## src/rtl/uart_prog_loader_if.sv

```systemverilog
// Program RAM write port driven by the serial boot loader.
// Latency: n/a (wires only); the loader drives, the RAM samples on CLK.
// Backpressure: none; the RAM accepts every ram_we pulse unconditionally.
interface uart_prog_loader_if #(
    parameter int ADDR_WIDTH = 11
);
    logic                  ram_we;
    logic [ADDR_WIDTH-1:0] ram_waddr;
    logic [31:0]           ram_wdata;

    modport master (output ram_we, ram_waddr, ram_wdata);
    modport slave  (input  ram_we, ram_waddr, ram_wdata);
endinterface

```

## src/rtl/uart_prog_loader.sv

```systemverilog
// Serial (8N1) boot loader: parses A5/len/words[/csum] frames and writes program RAM.
// Latency: ram_we at most 2 cycles after the stop-bit sample of a word's 4th byte.
// Backpressure: none; the RAM always accepts. LOADER_CHECKSUM_EN adds the CSUM byte check.
module uart_prog_loader #(
    parameter int CLK_DIV    = 139,
    parameter int ADDR_WIDTH = 11
) (
    input  logic                  CLK,
    input  logic                  RST,
    input  logic                  ser_rx,
    uart_prog_loader_if.master    ram,
    output logic                  cpu_hold,
    output logic                  load_done,
    output logic                  load_error,
    output logic [ADDR_WIDTH:0]   words_loaded
);

    localparam logic [15:0] DIV_FULL  = 16'(CLK_DIV);
    localparam logic [15:0] DIV_HALF  = 16'(CLK_DIV / 2);
    localparam logic [16:0] MAX_WORDS = 17'(2 ** ADDR_WIDTH);
    localparam logic [7:0]  SYNC_BYTE = 8'hA5;

    typedef enum logic [1:0] {RX_IDLE, RX_START, RX_DATA, RX_STOP} rx_state_t;

    typedef enum logic [2:0] {
        P_SYNC,
        P_LEN_HI,
        P_LEN_LO,
        P_DATA,
`ifdef LOADER_CHECKSUM_EN
        P_CSUM,
`endif
        P_DONE,
        P_ERR
    } p_state_t;

    // Where the frame goes once the last word (or an empty image) is in.
`ifdef LOADER_CHECKSUM_EN
    localparam p_state_t P_AFTER_DATA = P_CSUM;
`else
    localparam p_state_t P_AFTER_DATA = P_DONE;
`endif

    // ---------------- serial deserializer ----------------
    logic        rx_meta, rx_sync, rx_prev;
    rx_state_t   rx_state, rx_next;
    logic [15:0] rx_cnt;
    logic [2:0]  bit_idx;
    logic [7:0]  rx_shift;
    logic        rx_fall, cnt_expire;
    logic        byte_vld, frame_err;

    // Two-flop synchronizer plus one delayed copy for falling-edge detection.
    always_ff @(posedge CLK) begin
        if (RST) begin
            rx_meta <= 1'b1;
            rx_sync <= 1'b1;
            rx_prev <= 1'b1;
        end else begin
            rx_meta <= ser_rx;
            rx_sync <= rx_meta;
            rx_prev <= rx_sync;
        end
    end

    assign rx_fall    = rx_prev & ~rx_sync;
    assign cnt_expire = (rx_cnt == 16'd1);

    // RX state register.
    always_ff @(posedge CLK) begin
        if (RST) rx_state <= RX_IDLE;
        else     rx_state <= rx_next;
    end

    // RX next-state: a start bit that is high again at mid-bit is a glitch.
    always_comb begin
        rx_next = rx_state;
        case (rx_state)
            RX_IDLE:  if (rx_fall) rx_next = RX_START;
            RX_START: if (cnt_expire) rx_next = rx_sync ? RX_IDLE : RX_DATA;
            RX_DATA:  if (cnt_expire && bit_idx == 3'd7) rx_next = RX_STOP;
            RX_STOP:  if (cnt_expire) rx_next = RX_IDLE;
            default:  rx_next = RX_IDLE;
        endcase
    end

    // Bit timer and LSB-first shift register; first sample lands mid start bit.
    always_ff @(posedge CLK) begin
        if (RST) begin
            rx_cnt   <= '0;
            bit_idx  <= '0;
            rx_shift <= '0;
        end else if (rx_state == RX_IDLE) begin
            if (rx_fall) begin
                rx_cnt  <= DIV_HALF;
                bit_idx <= '0;
            end
        end else if (cnt_expire) begin
            rx_cnt <= DIV_FULL;
            if (rx_state == RX_DATA) begin
                rx_shift <= {rx_sync, rx_shift[7:1]};
                bit_idx  <= bit_idx + 3'd1;
            end
        end else begin
            rx_cnt <= rx_cnt - 16'd1;
        end
    end

    // RX outputs: byte strobe or framing error at the stop-bit sample.
    always_comb begin
        byte_vld  = 1'b0;
        frame_err = 1'b0;
        if (rx_state == RX_STOP && cnt_expire) begin
            byte_vld  = rx_sync;
            frame_err = ~rx_sync;
        end
    end

    // ---------------- frame parser ----------------
    p_state_t              p_state, p_next;
    logic [15:0]           len;
    logic [1:0]            byte_idx;
    logic [23:0]           asm_word;
    logic [15:0]           n_field;
    logic                  too_big, n_zero, last_word;
    logic [ADDR_WIDTH:0]   wl_inc;

    assign n_field   = {len[15:8], rx_shift};
    assign too_big   = ({1'b0, n_field} > MAX_WORDS);
    assign n_zero    = (n_field == 16'd0);
    assign wl_inc    = words_loaded + (ADDR_WIDTH+1)'(1);
    assign last_word = (17'(wl_inc) == {1'b0, len});

`ifdef LOADER_CHECKSUM_EN
    logic [7:0] csum;

    // Running mod-256 sum of the length and data bytes.
    always_ff @(posedge CLK) begin
        if (RST) begin
            csum <= '0;
        end else if (byte_vld) begin
            case (p_state)
                P_SYNC, P_ERR:             if (rx_shift == SYNC_BYTE) csum <= '0;
                P_LEN_HI, P_LEN_LO, P_DATA: csum <= csum + rx_shift;
                default: ;
            endcase
        end
    end
`endif

    // Parser state register.
    always_ff @(posedge CLK) begin
        if (RST) p_state <= P_SYNC;
        else     p_state <= p_next;
    end

    // Parser next-state: a framing error aborts any frame not yet accepted.
    always_comb begin
        p_next = p_state;
        if (frame_err) begin
            if (p_state != P_DONE) p_next = P_ERR;
        end else if (byte_vld) begin
            case (p_state)
                P_SYNC, P_ERR: if (rx_shift == SYNC_BYTE) p_next = P_LEN_HI;
                P_LEN_HI:      p_next = P_LEN_LO;
                P_LEN_LO: begin
                    if (too_big)     p_next = P_ERR;
                    else if (n_zero) p_next = P_AFTER_DATA;
                    else             p_next = P_DATA;
                end
                P_DATA:        if (byte_idx == 2'd3 && last_word) p_next = P_AFTER_DATA;
`ifdef LOADER_CHECKSUM_EN
                P_CSUM:        p_next = (rx_shift == csum) ? P_DONE : P_ERR;
`endif
                default:       p_next = p_state;
            endcase
        end
    end

    // Parser datapath: length capture, word assembly and the RAM write pulse.
    always_ff @(posedge CLK) begin
        if (RST) begin
            ram.ram_we    <= 1'b0;
            ram.ram_waddr <= '0;
            ram.ram_wdata <= '0;
            words_loaded  <= '0;
            len           <= '0;
            byte_idx      <= '0;
            asm_word      <= '0;
        end else begin
            ram.ram_we <= 1'b0;
            if (byte_vld) begin
                case (p_state)
                    P_SYNC, P_ERR: begin
                        if (rx_shift == SYNC_BYTE) begin
                            words_loaded <= '0;
                            byte_idx     <= '0;
                        end
                    end
                    P_LEN_HI: len[15:8] <= rx_shift;
                    P_LEN_LO: begin
                        len[7:0] <= rx_shift;
                        byte_idx <= '0;
                    end
                    P_DATA: begin
                        if (byte_idx == 2'd3) begin
                            ram.ram_we    <= 1'b1;
                            ram.ram_waddr <= words_loaded[ADDR_WIDTH-1:0];
                            ram.ram_wdata <= {asm_word, rx_shift};
                            words_loaded  <= wl_inc;
                            byte_idx      <= '0;
                        end else begin
                            asm_word <= {asm_word[15:0], rx_shift};
                            byte_idx <= byte_idx + 2'd1;
                        end
                    end
                    default: ;
                endcase
            end
        end
    end

    // Status decode: DONE is terminal until reset, so load_done is sticky.
    always_comb begin
        cpu_hold   = (p_state != P_DONE);
        load_done  = (p_state == P_DONE);
        load_error = (p_state == P_ERR);
    end

endmodule

```

## src/flat_wrapper.sv

```systemverilog
// flat-port wrapper written by rule: the top's interface ports become plain ports
module uart_prog_loader_flat 
#(
    parameter int CLK_DIV    = 139,
    parameter int ADDR_WIDTH = 11
)
  (CLK, RST, ser_rx, cpu_hold, load_done, load_error, words_loaded, ram_ram_we, ram_ram_waddr, ram_ram_wdata);
  uart_prog_loader_if #(.ADDR_WIDTH(ADDR_WIDTH)) ram_i ();
  input  logic CLK;
  input  logic RST;
  input  logic ser_rx;
  output logic cpu_hold;
  output logic load_done;
  output logic load_error;
  output logic [ADDR_WIDTH:0] words_loaded;
  output wire logic [$bits(ram_i.ram_we)-1:0] ram_ram_we;
  output wire logic [$bits(ram_i.ram_waddr)-1:0] ram_ram_waddr;
  output wire logic [$bits(ram_i.ram_wdata)-1:0] ram_ram_wdata;
  assign ram_ram_we = ram_i.ram_we;
  assign ram_ram_waddr = ram_i.ram_waddr;
  assign ram_ram_wdata = ram_i.ram_wdata;
  uart_prog_loader #(.CLK_DIV(CLK_DIV), .ADDR_WIDTH(ADDR_WIDTH)) u_core (.CLK(CLK), .RST(RST), .ser_rx(ser_rx), .ram(ram_i), .cpu_hold(cpu_hold), .load_done(load_done), .load_error(load_error), .words_loaded(words_loaded));
endmodule
```

## config.mk

```make
export PLATFORM = sky130hd
export DESIGN_NAME = uart_prog_loader_flat
export DESIGN_NICKNAME = d
export VERILOG_FILES = /design/src/rtl/uart_prog_loader_if.sv /design/src/rtl/uart_prog_loader.sv /design/src/flat_wrapper.sv
export SDC_FILE = /design/constraint.sdc
export NUM_CORES = 1
export LEC_CHECK = 0
export CAP_MARGIN = 20
export CELL_PAD_IN_SITES_DETAIL_PLACEMENT = 0
export CELL_PAD_IN_SITES_GLOBAL_PLACEMENT = 2
export CORE_MARGIN = 2
export CORE_UTILIZATION = 40
export DETAILED_ROUTE_END_ITERATION = 16
export DONT_BUFFER_PORTS = 1
export PLACE_DENSITY = 0.8
export SLEW_MARGIN = 20
export SYNTH_ARGS = -nofsm -noshare
export SYNTH_HDL_FRONTEND = slang
export SYNTH_SLANG_ARGS = --single-unit
```

## constraint.sdc

```tcl
create_clock -name CLK -period 3.6 [get_ports CLK]
set_input_delay 0.72 -clock CLK [delete_from_list [all_inputs] [get_ports CLK]]
set_output_delay 0.72 -clock CLK [all_outputs]
set_load 0.02 [all_outputs]
```

==> out/metrics.csv <==
metric,value,unit
fmax,365,MHz
syn_avg_cell_area,7.95,um2
synth_area,0.00608,mm2
worstPathArrival,3.08,ns
tns,0,ns
finalClockSkew,0.00857,ns
die_y,127,um
drv_slew,0,
drcViolationCount,0,
yosysMostFrequentCell,nand2_1,
relSlewSlack,42.2,%
syn_to_final_growth,10.3,%
final-hold-violation-count,0,
ctsHoldBuffers,0,
grt_pass1_vias,4750,
cts.sinks,133,
path_class,flop to flop,
critPathSlowestCell,nor3_4,
hp-class,primary input to flop,
die-area,0.0162,mm2
cp-start-kind,flop,
status,finished clean,
leakagePower,2.21,nW
core_area,0.0150,mm2
io_buffers,0,
cts_root_buffer,clkbuf_16,
path_cells,"ha_1, nor4b_4, nand4_2, or2_1, nor3_4, nand2_1, a21oi_1",
tritoncts,yes,
vias,5164,
maxCapViolCount,0,
synth_top_area_cell,dfxtp_1,
via_per_inst,5.50,
period_share,76.1,%
tightest_slew,0.865,ns
firstDrtPassIters,4,
place_congestion,0.808,
clk_pin_slew,0.06,ns
ir_worst_vdd,0.318,mV
synth_top_area_share,43.8,%
antenna_left,0,
clk_latency,0.41,ns
grt_overflow,0,
rows,45,
setup_viol,0,
endpoint,u_core.asm_word[17],
synth-edff-count,0,
ff2ff_path_depth,7,
powerDensity,533,mW/mm2
worstSetupPathDepth,7,
critPathBufInv,0,
synth_common_cells,"nand2_1, dfxtp_1, a21oi_1",
regArea,0.00266,mm2
yosysUniqueCellTypes,66,
start_util,40.4,%
cts_buffers,17,
ctsLongestPathBuffers,2,
num_antenna_cells,0,
cts_resized,0,
r2r-end,u_core.asm_word[17],
synth_cells,765,
dpl.hpwl,10100,um
rsz0062_at_grt,false,
post_cts_buffers,0,
grt_first_pass_wirelength,24900,um
min_period,2.74,ns
grt_usage,19.2,%
syn_nets,774,
fin_util,44.6,%
synth-main-ff-cell,dfxtp_1,
crit_path_max_incr_delay,0.70,ns
multi_input_area,0.00309,mm2
antenna_found_initial,0,
drive_above_1_share,8.52,%
initialDrtViolationCount,303,
rr_startpoint,u_core.rx_cnt[0],
instances_no_fill,939,
crit_family,simple AND/OR/NAND/NOR gates,
die_x,127,um
synthTopCellsByArea,"dfxtp_1, nand2_1, a21oi_1",
drt-total-wl,15300,um
synth-seq-cells,133,
ys_warn_count,0,
cp.required,3.94,ns
endpoint_kind,flop,
wl_per_cell,16.3,um
dpl.cell_count,907,
fillCellCount,1538,
grt_max_degree,135,
h-tree-depth,4,
nets,747,
ys_seq_area_share,43.8,%
pin_count,62,
crit_start,u_core.rx_cnt[0],
crit_fanout,24,
async_flop_share,0,%
reg2reg_setup_slack,0.86,ns
[where the power goes]
| part | switching (mW) | leakage (nW) | internal [mW] |
|---|---|---|---|
| clock network | 0.672 | 0.311 | 1.24 |
| registers | 0.0235 | 1.07 | 1.49 |
| logic | 0.0969 | 0.823 | 0.0559 |
[per-layer routing]
| metal | share of wire [%] | vias to the layer above | global-route usage, % |
|---|---|---|---|
| met5 | 0 | - | 0 |
| met2 | 47 | 110 | 31.1 |
| met1 | 48 | 2456 | 25.7 |
| met4 | 1.1 | 0 | 6.53 |
| li1 | - | 2583 | - |
| met3 | 4.2 | 15 | 3.81 |
[cell type report]
cell class                 count  area share (%)
clock buffer                  18            6.40
clock inverter                14            3.32
inverter                       8           0.448
multi-input combinational    574            46.1
sequential                   133            39.7
tap                          188            3.51
timing repair buffer           4           0.448
[registers in the layout, indices dropped and copies added, names as in the netlist, named ones only]
name,count
u_core.rx_meta,1
u_core.rx_shift,8
u_core.ram.ram_wdata,32
u_core.len,16
u_core.rx_state,1
u_core.rx_cnt,16
u_core.words_loaded,12
u_core.rx_sync,1
u_core.ram.ram_we,1
u_core.bit_idx,3
u_core.asm_word,24
u_core.ram.ram_waddr,11
u_core.rx_prev,1
u_core.byte_idx,2
u_core.p_state,3
[worst min-delay path by stage]
stage	cells past startpoint	start	to
4_1_cts	1	RST	u_core.ram.ram_wdata[23]
3_5_place_dp	1	u_core.rx_meta	u_core.rx_sync
3_3_place_gp	1	u_core.rx_meta	u_core.rx_sync
6_report	1	RST	u_core.asm_word[22]
5_1_grt	1	RST	u_core.asm_word[8]
2_1_floorplan	1	u_core.rx_meta	u_core.rx_sync
[through the flow]
stage,total power [mW],area (um2),worst slack (ns),hold WS (ns)
finish,3.57,6700,0.860,0.378
detailed placement,1.69,6050,0.876,0.400
global route,3.70,6700,0.558,0.353
CTS,3.62,6700,0.855,0.362
floorplan,1.68,6080,1.34,0.389
global placement,1.69,6050,0.946,0.397
[logic make-up after synthesis]
family	synth area share, %
adders and majority gates	1.24
muxes	0.720
xor gates and xnor gates	2.45
DFF	43.8
and+or+nand+nor	29.3
AOI/OAI and AO/OA	17.1
buffers and inverters	5.31
[cells in the final DEF (no fill, tap or decap), types with 3 or more instances in the layout]
cell type  instances
a21o_1             3
a21oi_1          127
a31oi_1            5
and2_1             6
buf_4              4
bufinv_16          5
clkbuf_16         17
clkinv_4           3
dfxtp_1          133
ha_1               6
inv_1              8
inv_6              3
mux2_2             3
nand2_1          210
nand2b_1           4
nand3_1           20
nand4_1            7
nor2_1            31
nor2b_1            4
nor3_1             6
nor3_4             3
nor3b_1            7
nor4_1             8
o211ai_1           4
o21a_1             3
o21ai_0           27
o31ai_1            4
or2_2              5
or3_1             15
or4_1              5
xnor2_1           10
xor2_1             7
(Power assumes the default switching activity.)
